===== config.mk =====
export PLATFORM = sky130hd
export DESIGN_NAME = pipeline_ctrl
export DESIGN_NICKNAME = d
export VERILOG_FILES = /design/src/rtl/pipeline_ctrl.sv
export SDC_FILE = /design/constraint.sdc
export NUM_CORES = 1
export LEC_CHECK = 0
export CAP_MARGIN = 30
export CORE_ASPECT_RATIO = 1.75
export CORE_UTILIZATION = 45
export CTS_BUF_LIST = sky130_fd_sc_hd__clkbuf_8
export DETAILED_ROUTE_END_ITERATION = 7
export PLACE_DENSITY = 0.8
export SKIP_CTS_REPAIR_TIMING = 1
export SLEW_MARGIN = 20
export SYNTH_ARGS = -nofsm -noshare
export SYNTH_HDL_FRONTEND = slang
export SYNTH_SLANG_ARGS = --single-unit

===== constraint.sdc =====
create_clock -name cpu_clk_50M -period 2.2 [get_ports cpu_clk_50M]
set_input_delay 0.44 -clock cpu_clk_50M [delete_from_list [all_inputs] [get_ports cpu_clk_50M]]
set_output_delay 0.44 -clock cpu_clk_50M [all_outputs]
set_load 0.01 [all_outputs]

===== src/rtl/pipeline_ctrl.sv =====
// pipeline_ctrl: stall/flush controller and multi-cycle divide sequencer for the five-stage pipeline
module pipeline_ctrl #(
    parameter int DIV_CYCLES = 32
) (
    input  logic        cpu_clk_50M,
    input  logic        cpu_rst,
    input  logic        if_stallreq,
    input  logic        id_stallreq,
    input  logic        exe_div_start,
    input  logic        mem_stallreq,
    input  logic        exc_flush_req,
    input  logic        stall_cnt_clr,
    output logic [4:0]  stall,
    output logic [4:0]  flush,
    output logic        div_busy,
    output logic        div_done,
    output logic [5:0]  div_cnt,
    output logic [31:0] stall_cycles
);
    typedef enum logic [1:0] {IDLE, BUSY, DONE} state_t;
    localparam logic [5:0] LAST = 6'(DIV_CYCLES - 1);
    state_t state, state_nx;
    logic [5:0] cnt_nx;
    logic div_stall;
    logic [4:0] stall_req;
    // divide sequencing: a flush squashes the divide from any state
    always_comb begin
        state_nx = state;
        cnt_nx = div_cnt;
        if (exc_flush_req) begin
            state_nx = IDLE;
            cnt_nx = '0;
        end else begin
            case (state)
                IDLE: if (exe_div_start) begin
                    state_nx = BUSY;
                    cnt_nx = '0;
                end
                BUSY: if (div_cnt == LAST) state_nx = DONE;
                      else cnt_nx = div_cnt + 6'd1;
                DONE: if (!mem_stallreq) begin
                    state_nx = IDLE;
                    cnt_nx = '0;
                end
                default: state_nx = IDLE;
            endcase
        end
    end
    // state and iteration index registers
    always_ff @(posedge cpu_clk_50M or posedge cpu_rst) begin
        if (cpu_rst) begin
            state <= IDLE;
            div_cnt <= '0;
        end else begin
            state <= state_nx;
            div_cnt <= cnt_nx;
        end
    end
    // each request holds its own stage and everything upstream; flush wins over all holds
    always_comb begin
        div_stall = (state == IDLE && exe_div_start) || state == BUSY;
        stall_req = {1'b0, mem_stallreq, mem_stallreq | div_stall,
                     mem_stallreq | div_stall | id_stallreq,
                     mem_stallreq | div_stall | id_stallreq | if_stallreq};
        stall = exc_flush_req ? 5'b00000 : stall_req;
        flush = exc_flush_req ? 5'b11110 : 5'b00000;
        div_busy = state == BUSY;
        div_done = state == DONE && !exc_flush_req;
    end
    // saturating count of stalled cycles, clear takes priority
    always_ff @(posedge cpu_clk_50M or posedge cpu_rst) begin
        if (cpu_rst) stall_cycles <= '0;
        else if (stall_cnt_clr) stall_cycles <= '0;
        else if (stall != 5'b0 && stall_cycles != 32'hFFFF_FFFF) stall_cycles <= stall_cycles + 32'd1;
    end
endmodule

* Word level (Yosys, flattened, before mapping) *
Index checks and enable logic that the tools add are counted.

storage, ports and cells
  RAM bits = 0
  register bits after elaboration = 40
  ROM bits = 0
  logic and storage cells = 41
  memories = 0
  output and inout bits = 50
  latch bits = 0

operators by class
  order comparisons = 0
  bitwise gates (word level) = 3
  div/mod/pow operators = 0
  eq/ne operators = 8
  $add $sub $neg = 2
  shift-type cells = 0
  reductions and logical operators = 11
  mux-type cells = 14
  multipliers = 0

operators by type and width
  operator               number
  $mux 32                2
  $add 32x1->32 const B  1
  $ne 32x32->1 const B   1
  $mux 6                 4
  $pmux 6 s3             1
  $ne 3x3->1 const B     3
  $mux 2                 4
  $add 6x1->6 const B    1
  $eq 6x5->1 const B     1
  $pmux 2 s3             1
  $mux 5                 1
  $reduce_bool 5->1      1
  $mux 4                 1
  $reduce_and 4->1       1
  $reduce_bool 4->1      1
  $logic_and 1x1->1      3
  $ne 3x2->1 const B     1
  $or 1x1->1             3
  $reduce_and 3->1       1
  $eq 2x1->1 const B     1
  $eq 2x2->1 const B     1
  $logic_not 2->1        1
  $reduce_bool 2->1      1
  $logic_not 1->1        1
  $logic_or 1x1->1       1

* Longest topological paths before layout *
Gate-level depths: netlist (run 1).

  depth in word-level cells = 11
  depth in mapped cells = 8
  gate-level depth less buffers = 6

* Least setup slack after synthesis (run 1) *
Ideal clock, no wire load.

  path type = register -> register
  start point = register state[1]
  end point = register stall_cycles[17]
  cell stages (with the launch flop) = 9
  setup slack = 0.019 ns
  arrival = 2.042 ns
  cells stage by stage = dfrtp_1 -> buf_6 -> o21bai_1 -> a21o_1 -> or4_1 -> buf_2 -> clkbuf_1 -> o311ai_0 -> o41ai_1

between the ends
  word-level cells in the longest chain between the ends = 10
  elaborated cells on any way between the ends = 11
  those cells by class = eq/ne: 1; mux: 1; bitwise: 3; reduce/logical: 6

ends and longest elaborated chain
  what                           line        RTL
  start: declaration             22          state_t state, state_nx;
  start signal: assignment       55          state <= state_nx;
  $logic_not 2->1                61          div_stall = (state == IDLE && exe_div_start) || state == BUSY;
  $logic_and 1x1->1              61
  $logic_or 1x1->1 *             61
  $or 1x1->1 *                   62, 63, 64
  $or 1x1->1                     63, 64
  $or 1x1->1                     64          mem_stallreq | div_stall | id_stallreq | if_stallreq};
  $mux 4 *                       65          stall = exc_flush_req ? 5'b00000 : stall_req;
  $reduce_bool 5->1 *            74          else if (stall != 5'b0 && stall_cycles != 32'hFFFF_FFFF) stall_cycles <= stall_cycles + 32'd1;
  $logic_and 1x1->1 *            74
  $reduce_bool 2->1 (no line) *  -
  end signal: assignment         74
  end: declaration               18          output logic [31:0] stall_cycles

Mark *: on every way between the ends. The rest lies on a longest branch, timed or not.
A chain may end at the register's enable or synchronous reset.

* Worst setup path in the final report (run 1) *
  start point = input id_stallreq
  end point = register stall_cycles[27]

between the ends
  word-level cells in the longest chain between the ends = 6

ends and longest elaborated chain
  what                           line    RTL
  start: declaration             8       input logic id_stallreq,
  $or 1x1->1 *                   63, 64
  $or 1x1->1                     64
  $mux 4 *                       65
  $reduce_bool 5->1 *            74
  $logic_and 1x1->1 *            74
  $reduce_bool 2->1 (no line) *  -

Marks and branches as above.

==> results.ini, run 1 <==
[outcome]
status=finished with violations
violations=design-rule violations

[yosys]
ys_warn_count=0
ys.flop_type=dfrtp_1
yosys-top-cells-count=40 x dfrtp_1, 21 x nand2_1, 20 x nor2_1
yosysTopAreaCell=dfrtp_1
netlist.area_leader.share=0.415
ys_types=42
synth_edf_count=0
netlist_instances=277
synth_area_leaders=dfrtp_1 42%, a21oi_1 3.9%, nand3_1 3.9%
ys_async_sr_fraction=1.00
seq_area_frac_synth=0.415
synth-seq-cells=40
avgSynthCellArea_sq_um=8.70
yosysMostFrequentCell=dfrtp_1
synth_area_sq_mm=0.00241

[layout]
drive_gt1_frac=0.211
n_fill_cell=405
nets=369
antenna_cells=0
area_delta_synth_final_pct=42.6

[routing]
avgViaCountPerCell=5.99
drtIter0Drc=119
drtPass1Iterations=7
ant_nets=0
vias=2481
drt_wl_total_microns=6740
drc=7
wl_per_cell_microns=16.3

[power_and_ir_drop]
powerDensity_mw_per_mm2=405
max-vdd-ir-drop_uv=372
p_leak_nw=1.44

[timing]
min_period_over_period=0.992
skew_ps=5.47
setup_viol=0
relSlewSlack=0.654
fmax_mhz=458
worstMarginPinSlew_ps=519
timing_hold_violations_final=0
holdWs_ps=519
layout_min_cycle_time_ps=2180
setup_slack_ps=18.3
maxSlewViolCount=0

[floorplanning]
core_area_sq_mm=0.00506
rows=34
start_util=0.476
die_width_microns=57.3
num_io_pins=58
dieArea_sq_mm=0.00566
chipHeight_microns=98.8

[worst_setup_path]
cp.required_ps=2420
slowest_delay_ps=510
crit_slowest_cell=clkdlybuf4s50_1
r2r_slack_ps=40
worstRegToRegCells=6
cp-start-kind=primary input
timing.rr.start=stall_cycles[1]
cp_cell_sequence=clkdlybuf4s50_1 > nor3_2 > a21o_1 > or4_4 > buf_6 > or4_1 > a21oi_1
path_class=primary input to flip-flop
reg2reg_to=stall_cycles[27]
critPathArrivalTime_ps=2400
crit_path_end_kind=flip-flop
crit_fanout=6

[clock_network]
clock_latency_ps=300
cts_max_path_buffers=2
cts.clk_slew.worst_paths_ps=80
cts_buffers=5
clock-sinks=40
cts_tree=built
clockRootBuffer=clkbuf_8
h-tree-depth=2

[hold_path]
min-delay-start=div_cnt[5]
hold_end=div_cnt[5]
holdPathStages=1
holdCritPathClass=flip-flop to flip-flop

[global_route]
grt_max_degree=41
grt_antenna_before_repair=0
grt_pass1_wl_microns=10700
track_usage=0.241
grt_pass1_vias=2408
grt-ovfl-total=0

[placement]
preCtsSetupSlack_ps=-427
place_hpwl_microns=4740
gp_congestion=0.805
port_buffers=55

[flow_run]
cap_violations=0

## report_power, final
| group | leakage (nW) | internal (mW) | switching [mW] | total (mW) |
|---|---|---|---|---|
| registers | 0.552 | 0.741 | 0.00709 | 0.748 |
| clock network | 0.0479 | 0.221 | 0.268 | 0.489 |
| logic | 0.844 | 0.0721 | 0.0815 | 0.154 |
| total | 1.44 | 1.03 | 0.357 | 1.39 |
## final cells by class
| cell class | count | area [sq um] | share of cell area |
|---|---|---|---|
| Clock buffer | 5 | 68.8 | 0.0200 |
| Clock inverter | 3 | 18.8 | 0.00546 |
| Inverter | 10 | 37.5 | 0.0109 |
| Multi-Input combinational cell | 207 | 1360 | 0.395 |
| Sequential cell | 40 | 1000 | 0.292 |
| Tap cell | 54 | 67.6 | 0.0197 |
| Timing Repair Buffer | 95 | 883 | 0.257 |
## metrics by stage
step                power [mW]  setup TNS (ps)  cells   util  instance area [sq um]
CTS                       1.39           -1210    410  0.653                   3300
detailed placement       0.910           -5760    402  0.635                   3220
global placement         0.906           -4600    402  0.635                   3220
floorplan                0.838               0    278      -                   2410
global route              1.45            -193    414  0.679                   3440
finish                    1.39               0    414  0.679                   3440
## logic make-up after synthesis
| group | count (synthesis) | share of synthesized area |
|---|---|---|
| muxes | 6 | 0.0275 |
| AOI/OAI and AO/OA | 66 | 0.179 |
| and+or+nand+nor | 129 | 0.297 |
| xor gates and xnor gates | 2 | 0.00727 |
| adders and majority gates | 2 | 0.0104 |
| buffers and inverters | 31 | 0.0623 |
| other | 1 | 0.00156 |
| DFF | 40 | 0.415 |
## layout by cell type (no fill, tap or decap), drive strengths merged, types with 3 or more instances in the layout
| cell type | n |
|---|---|
| nand4 | 9 |
| nor4 | 4 |
| clkinv | 3 |
| o31ai | 11 |
| nand2 | 21 |
| nor2 | 20 |
| a21oi | 19 |
| o311ai | 6 |
| clkbuf | 5 |
| nor2b | 10 |
| or4 | 11 |
| nand3 | 19 |
| or2 | 4 |
| dfrtp | 40 |
| or3 | 11 |
| clkdlybuf4s50 | 49 |
| buf | 40 |
| and4 | 5 |
| inv | 10 |
| and3 | 5 |
| nor3 | 4 |
| mux2 | 5 |
| o21ai | 17 |
| o41ai | 7 |
| dlymetal6s2s | 6 |
## flip-flops by register name, summed over array words and instances (netlist names)
register / count
state: 2
div_cnt: 6
stall_cycles: 32
## critical path, delay by kind of cell
family / cells / cell delay [ps]
buf+inv: 2 / 660
compound gates: 2 / 320
simple gates: 3 / 980
## how the worst max path moves through the flow
stage                          startpoint          endpoint  slack [ps]  cells past startpoint
final                         id_stallreq  stall_cycles[27]          20                      7
after floorplan                  state[1]  stall_cycles[17]          20                      8
after global placement      exe_div_start  stall_cycles[31]        -380                      7
after global routing      stall_cycles[1]  stall_cycles[13]         -70                      7
after CTS                    mem_stallreq          stall[0]        -240                      6
after detailed placement      id_stallreq  stall_cycles[31]        -430                      7
## metal layers
metal,track usage,vias up,part of all wire
met3,0.0407,12,0.040
met4,0.118,0,0.024
met5,0,-,0
met2,0.452,71,0.56
li1,-,1196,-
met1,0.249,1202,0.37
Note: power is estimated with default switching activity, not from simulation.
==> run 2: changes to the inputs <==
Settings changed: SETUP_SLACK_MARGIN set to 0.4.
==> run 2 against run 1 <==
Against the previous run: the flow finishes with violations (design-rule violations, negative setup slack); wire length grew 17%; clock skew up 0.69 ps; fmax down 2.3%; first-iteration DRC count stayed put; clock-buffer cell count grew 2; combinational power is 7% higher; core utilization rose by 9.1 points; die area stayed put; cell count increased by 4.8%; sequential share of layout area decreased by 3.2 points; critical endpoint is now stall_cycles[0].
==> results.ini, run 2 (synthesized netlist as in run 1, its figures left out) <==
[power_and_ir_drop]
p_leak_nw=1.65  ; +15%
powerDensity_mw_per_mm2=371  ; -8.2%
total_power_mw=1.45  ; +4.1%
max-vdd-ir-drop_uv=413  ; +11%

[routing]
top_layer=met4
vias=2708  ; +9.1%
drc=7  ; unchanged
wl_per_cell_microns=18.1  ; +11%
drt_wl_total_microns=7880  ; +17%
ant_nets=0  ; unchanged
met3_length_microns=354  ; +32%
avgViaCountPerCell=6.24  ; +4.1%
drtIter0Drc=119  ; unchanged
drtPass1Iterations=7  ; unchanged
wl_met1_microns=2940  ; +17%
wl_met2_microns=4200  ; +11%

[clock_network]
h-tree-depth=2  ; unchanged
clock-sinks=40  ; unchanged
cts_buffers=5  ; unchanged
cts.clk_slew.worst_paths_ps=80  ; about the same
clock_latency_ps=290  ; about the same
clockRootBuffer=clkbuf_8
cts_tree=built
cts_max_path_buffers=2  ; unchanged

[layout]
largest_register=stall_cycles
area_delta_synth_final_pct=61.8
seq_area_sq_mm=0.00101  ; +1.1%
largest_reg_flops=32  ; unchanged
multi_input_area_sq_mm=0.00159  ; +17%
fin_area_sq_mm=0.00390  ; +13%
drive_gt1_frac=0.366  ; +0.155
finalNonFillerCells=434  ; +4.8%
final_cell_mix=53 x buf_4, 43 x clkdlybuf4s50_1, 29 x dfrtp_1, 19 x nand2_1, 19 x nor2_1
antenna_cells=0  ; unchanged
layout_commonest_cell=buf_4
nets=390  ; +5.7%
top_regs=stall_cycles (32), div_cnt (6), state (2)
n_fill_cell=308  ; -24%

[floorplanning]
rows=34  ; unchanged
dieArea_sq_mm=0.00566  ; unchanged
num_io_pins=58  ; unchanged
chipHeight_microns=98.8  ; unchanged
die_width_microns=57.3  ; unchanged
start_util=0.476  ; unchanged
core_area_sq_mm=0.00506  ; unchanged

[placement]
placedCellCount=400  ; -0.50%
place_hpwl_microns=4730  ; -0.22%
port_buffers=55  ; unchanged
gp_congestion=0.825  ; +2.5%
place_area_sq_mm=0.00324  ; +0.78%

[global_route]
grt_antenna_before_repair=0  ; unchanged
track_usage=0.240  ; about the same
grt-ovfl-total=0  ; unchanged
grt_max_degree=41  ; unchanged
grt_pass1_wl_microns=10600  ; -0.71%
grt_pass1_vias=2333  ; -3.1%

[outcome]
status=finished with violations
violations=design-rule violations, negative setup slack

[hold_path]
holdCritPathClass=flip-flop to flip-flop

[timing]
skew_ps=6.15  ; +0.686 ps
worstMarginPinSlew_ps=536  ; +17.5 ps
maxSlewViolCount=0  ; unchanged
min_period_over_period=1.02  ; +0.0237
relSlewSlack=0.643  ; -0.0117
fmax_mhz=448  ; -2.3%
layout_min_cycle_time_ps=2230  ; +52.1 ps
setup_slack_ps=-33.7  ; -52.1 ps
setup_viol=1  ; +1
timing_hold_violations_final=0  ; unchanged
rsz0062_at_grt=yes
holdWs_ps=527  ; +8.11 ps

[worst_setup_path]
cp-start-kind=flip-flop
crit_path_end_kind=flip-flop
cp.required_ps=2400  ; -20 ps
path_class=flip-flop to flip-flop
crit_fanout=14  ; +8
critPathArrivalTime_ps=2440  ; +40 ps

[flow_run]
cap_violations=0  ; unchanged

-- run 2: worst max-delay path, stage by stage, from the launching register on --
cell and delay [ps]:
dfrtp_1 400, ha_2 230, nand4_1 200, nor3_1 290
nor4bb_4 330, buf_4 190, buf_6 150, o21ai_0 140
a21oi_1 210
-- run 2: final cells by class --
type,count,area share
Timing Repair Buffer,116,0.280
Sequential cell,40,0.260
Multi-Input combinational cell,207,0.408
Inverter,10,0.00963
Clock buffer,7,0.0247
Tap cell,54,0.0173
-- run 2: metal layers --
| metal | vias to the layer above | track usage |
|---|---|---|
| li1 | 1240 | - |
| met1 | 1331 | 0.265 |
| met2 | 108 | 0.448 |
| met3 | 29 | 0.0354 |
| met4 | 0 | 0.0976 |
| met5 | - | 0 |
-- run 2: final timing paths --
check / cells past startpoint / endpoint / start / slack, ps
setup / recovery: 8 / stall_cycles[0] / stall_cycles[0] / -30
hold / removal: 1 / div_cnt[5] / div_cnt[5] / 530
setup reg to reg: 8 / stall_cycles[0] / stall_cycles[0] / -30
hold reg to reg: 1 / div_cnt[5] / div_cnt[5] / 530
max in group asynchronous: 3 / stall_cycles[9] / cpu_rst / 1230
min in group asynchronous: 3 / stall_cycles[3] / cpu_rst / 570
-- run 2: where the power goes --
| part | switching, mW | internal, mW | total (mW) |
|---|---|---|---|
| clock | 0.256 | 0.280 | 0.535 |
| combinational | 0.0901 | 0.0751 | 0.165 |
| sequential | 0.00650 | 0.741 | 0.747 |
| total | 0.352 | 1.10 | 1.45 |
-- run 2: per-stage QoR --
stage	TNS (ps)	worst slack [ps]	util
after global routing	-195	-124	0.770
after floorplan	0	159	-
after detailed placement	-3640	-271	0.640
after global placement	-2860	-247	0.640
final	-33.7	-33.7	0.770
after CTS	-294	-231	0.659
==> run 3: changes to the inputs <==
Settings changed: CORE_UTILIZATION 45 to 46, GPL_ROUTABILITY_DRIVEN set to 0, PLACE_DENSITY 0.8 to 0.82.
==> run 3 against run 2 <==
Against the previous run: critical path type unchanged; largest power group unchanged; sequential share of layout area about the same; the run ends with design-rule violations left; first-iteration DRC count up 49%; clock skew down 1.5 ps.
==> results.ini, run 3 (synthesized netlist as in run 1, its figures left out) <==
[clock_network]
cts_max_path_buffers=2  ; unchanged
clockRootBuffer=clkbuf_8
cts.clk_slew.worst_paths_ps=80  ; about the same
cts_tree=built
clock-sinks=40  ; unchanged
h-tree-depth=2  ; unchanged
cts_buffers=5  ; unchanged
clock_latency_ps=300  ; about the same

[layout]
nets=390  ; unchanged
n_fill_cell=316  ; +2.6%
largest_register=stall_cycles
drive_gt1_frac=0.357  ; -0.00883
area_delta_synth_final_pct=61.7  ; about the same
fin_area_sq_mm=0.00390  ; about the same
largest_reg_flops=32  ; unchanged
antenna_cells=0  ; unchanged
top_regs=stall_cycles (32), div_cnt (6), state (2)
final_cell_mix=50 x buf_4, 37 x clkdlybuf4s50_1, 29 x dfrtp_1, 20 x nor2_1, 19 x nand2_1
finish.utilization=0.776  ; +0.00628
layout_commonest_cell=buf_4

[outcome]
status=finished with violations
violations=design-rule violations

[power_and_ir_drop]
powerDensity_mw_per_mm2=380  ; +2.4%
p_leak_nw=1.72  ; +3.8%
total_power_mw=1.48  ; +2.4%
max-vdd-ir-drop_uv=443  ; +7.1%

[hold_path]
holdCritPathClass=flip-flop to flip-flop
holdPathStages=1  ; unchanged
min-delay-start=div_cnt[5]
hold_end=div_cnt[5]

[global_route]
grt_pass1_wl_microns=11300  ; +6.3%
grt_antenna_before_repair=0  ; unchanged
grt-ovfl-total=0  ; unchanged
grt_pass1_vias=2462  ; +5.5%
grt_max_degree=41  ; unchanged
track_usage=0.257  ; +0.0161

[routing]
avgViaCountPerCell=6.29  ; +0.76%
drt_wl_total_microns=8580  ; +8.9%
wl_per_cell_microns=19.7  ; +8.7%
drtPass1Iterations=6  ; -1
ant_nets=0  ; unchanged
vias=2735  ; +1.0%
drc=16  ; +9
drtIter0Drc=177  ; +49%

[floorplanning]
die_width_microns=56.7  ; -1.0%
num_io_pins=58  ; unchanged
chipHeight_microns=97.8  ; -1.1%
start_util=0.480  ; +0.00403
rows=34  ; unchanged
core_area_sq_mm=0.00502  ; -0.84%
dieArea_sq_mm=0.00554  ; -2.1%

[worst_setup_path]
cp-start-kind=flip-flop
reg2reg_to=stall_cycles[19]
r2r_slack_ps=30  ; +60 ps
crit_fanout=7  ; -7
timing.rr.start=state[1]
cp.required_ps=2390  ; about the same
crit_path_end_kind=flip-flop
critPathArrivalTime_ps=2360  ; -80 ps
path_class=flip-flop to flip-flop
worstRegToRegCells=6  ; -2
critPathLaunch=state[1]

[timing]
maxSlewViolCount=0  ; unchanged
worstMarginPinSlew_ps=624  ; +88.1 ps
skew_ps=4.67  ; -1.49 ps
fmax_mhz=460  ; +2.9%
min_period_over_period=0.987  ; -0.0282
setup_viol=0  ; -1
layout_min_cycle_time_ps=2170  ; -62.0 ps
timing_hold_violations_final=0  ; unchanged
rsz0062_at_grt=yes
relSlewSlack=0.583  ; -0.0600

[flow_run]
cap_violations=0  ; unchanged

[placement]
place_hpwl_microns=4790  ; +1.3%
place_area_sq_mm=0.00326  ; +0.62%
port_buffers=55  ; unchanged

run 3: cell count changes in the layout (fill, tap and decap cells not counted), moves of 3 or more:
cell,delta
buf_4,-3
clkdlybuf4s50_1,-6
dlymetal6s2s_1,+4
nand3_1,+3
nand3_2,-3
or3_1,+3
or3_4,-3
run 3: area by class of cell:
| class | instances | area [sq um] | area share |
|---|---|---|---|
| clock buffer | 7 | 96.3 | 0.0247 |
| sequential | 40 | 1010 | 0.260 |
| tap | 54 | 67.6 | 0.0173 |
| clock inverter | 1 | 3.75 | 0.000963 |
| multi-input combinational | 207 | 1580 | 0.405 |
| timing repair buffer | 116 | 1090 | 0.281 |
| inverter | 10 | 40.0 | 0.0103 |
run 3: worst max path at each step:
stage | endpoint | slack [ps] | cells past startpoint
after floorplan | stall_cycles[23] | 160 | 7
after global placement | stall_cycles[23] | -250 | 7
after detailed placement | stall_cycles[23] | -290 | 7
after CTS | stall[0] | -250 | 6
after global routing | stall_cycles[19] | -20 | 7
final | stall_cycles[19] | 30 | 6
run 3: critical path, cell delays in order, from the launching register on:
cell and delay (ps):
dfrtp_1 400, o21bai_4 170, a21o_1 180, or4_4 570, buf_8 170, nor4_4 200
mux2_2 370
run 3: through the flow:
| step | worst slack (ps) | setup TNS (ps) | std cells | hold slack, ps |
|---|---|---|---|---|
| after floorplan | 159 | 0 | 278 | 529 |
| after detailed placement | -292 | -3920 | 401 | 504 |
| after global routing | -24.8 | -64.1 | 435 | 564 |
| final | 28.3 | 0 | 435 | 521 |
| after global placement | -255 | -2750 | 401 | 490 |
| after CTS | -246 | -363 | 409 | 520 |
run 3: report_power, final:
| group | leakage [nW] | total, mW | internal [mW] | switching (mW) |
|---|---|---|---|---|
| clock network | 0.0557 | 0.549 | 0.282 | 0.268 |
| registers | 0.537 | 0.750 | 0.741 | 0.00906 |
| logic | 1.12 | 0.183 | 0.0867 | 0.0960 |
run 3: per-layer routing:
metal / global-route usage / up-vias / wire length [microns]
met1: 0.277 / 1340 / 3010
met4: 0.115 / 0 / 400
met5: 0 / - / 0
met3: 0.0437 / 37 / 402
li1: - / 1237 / -
met2: 0.473 / 121 / 4760
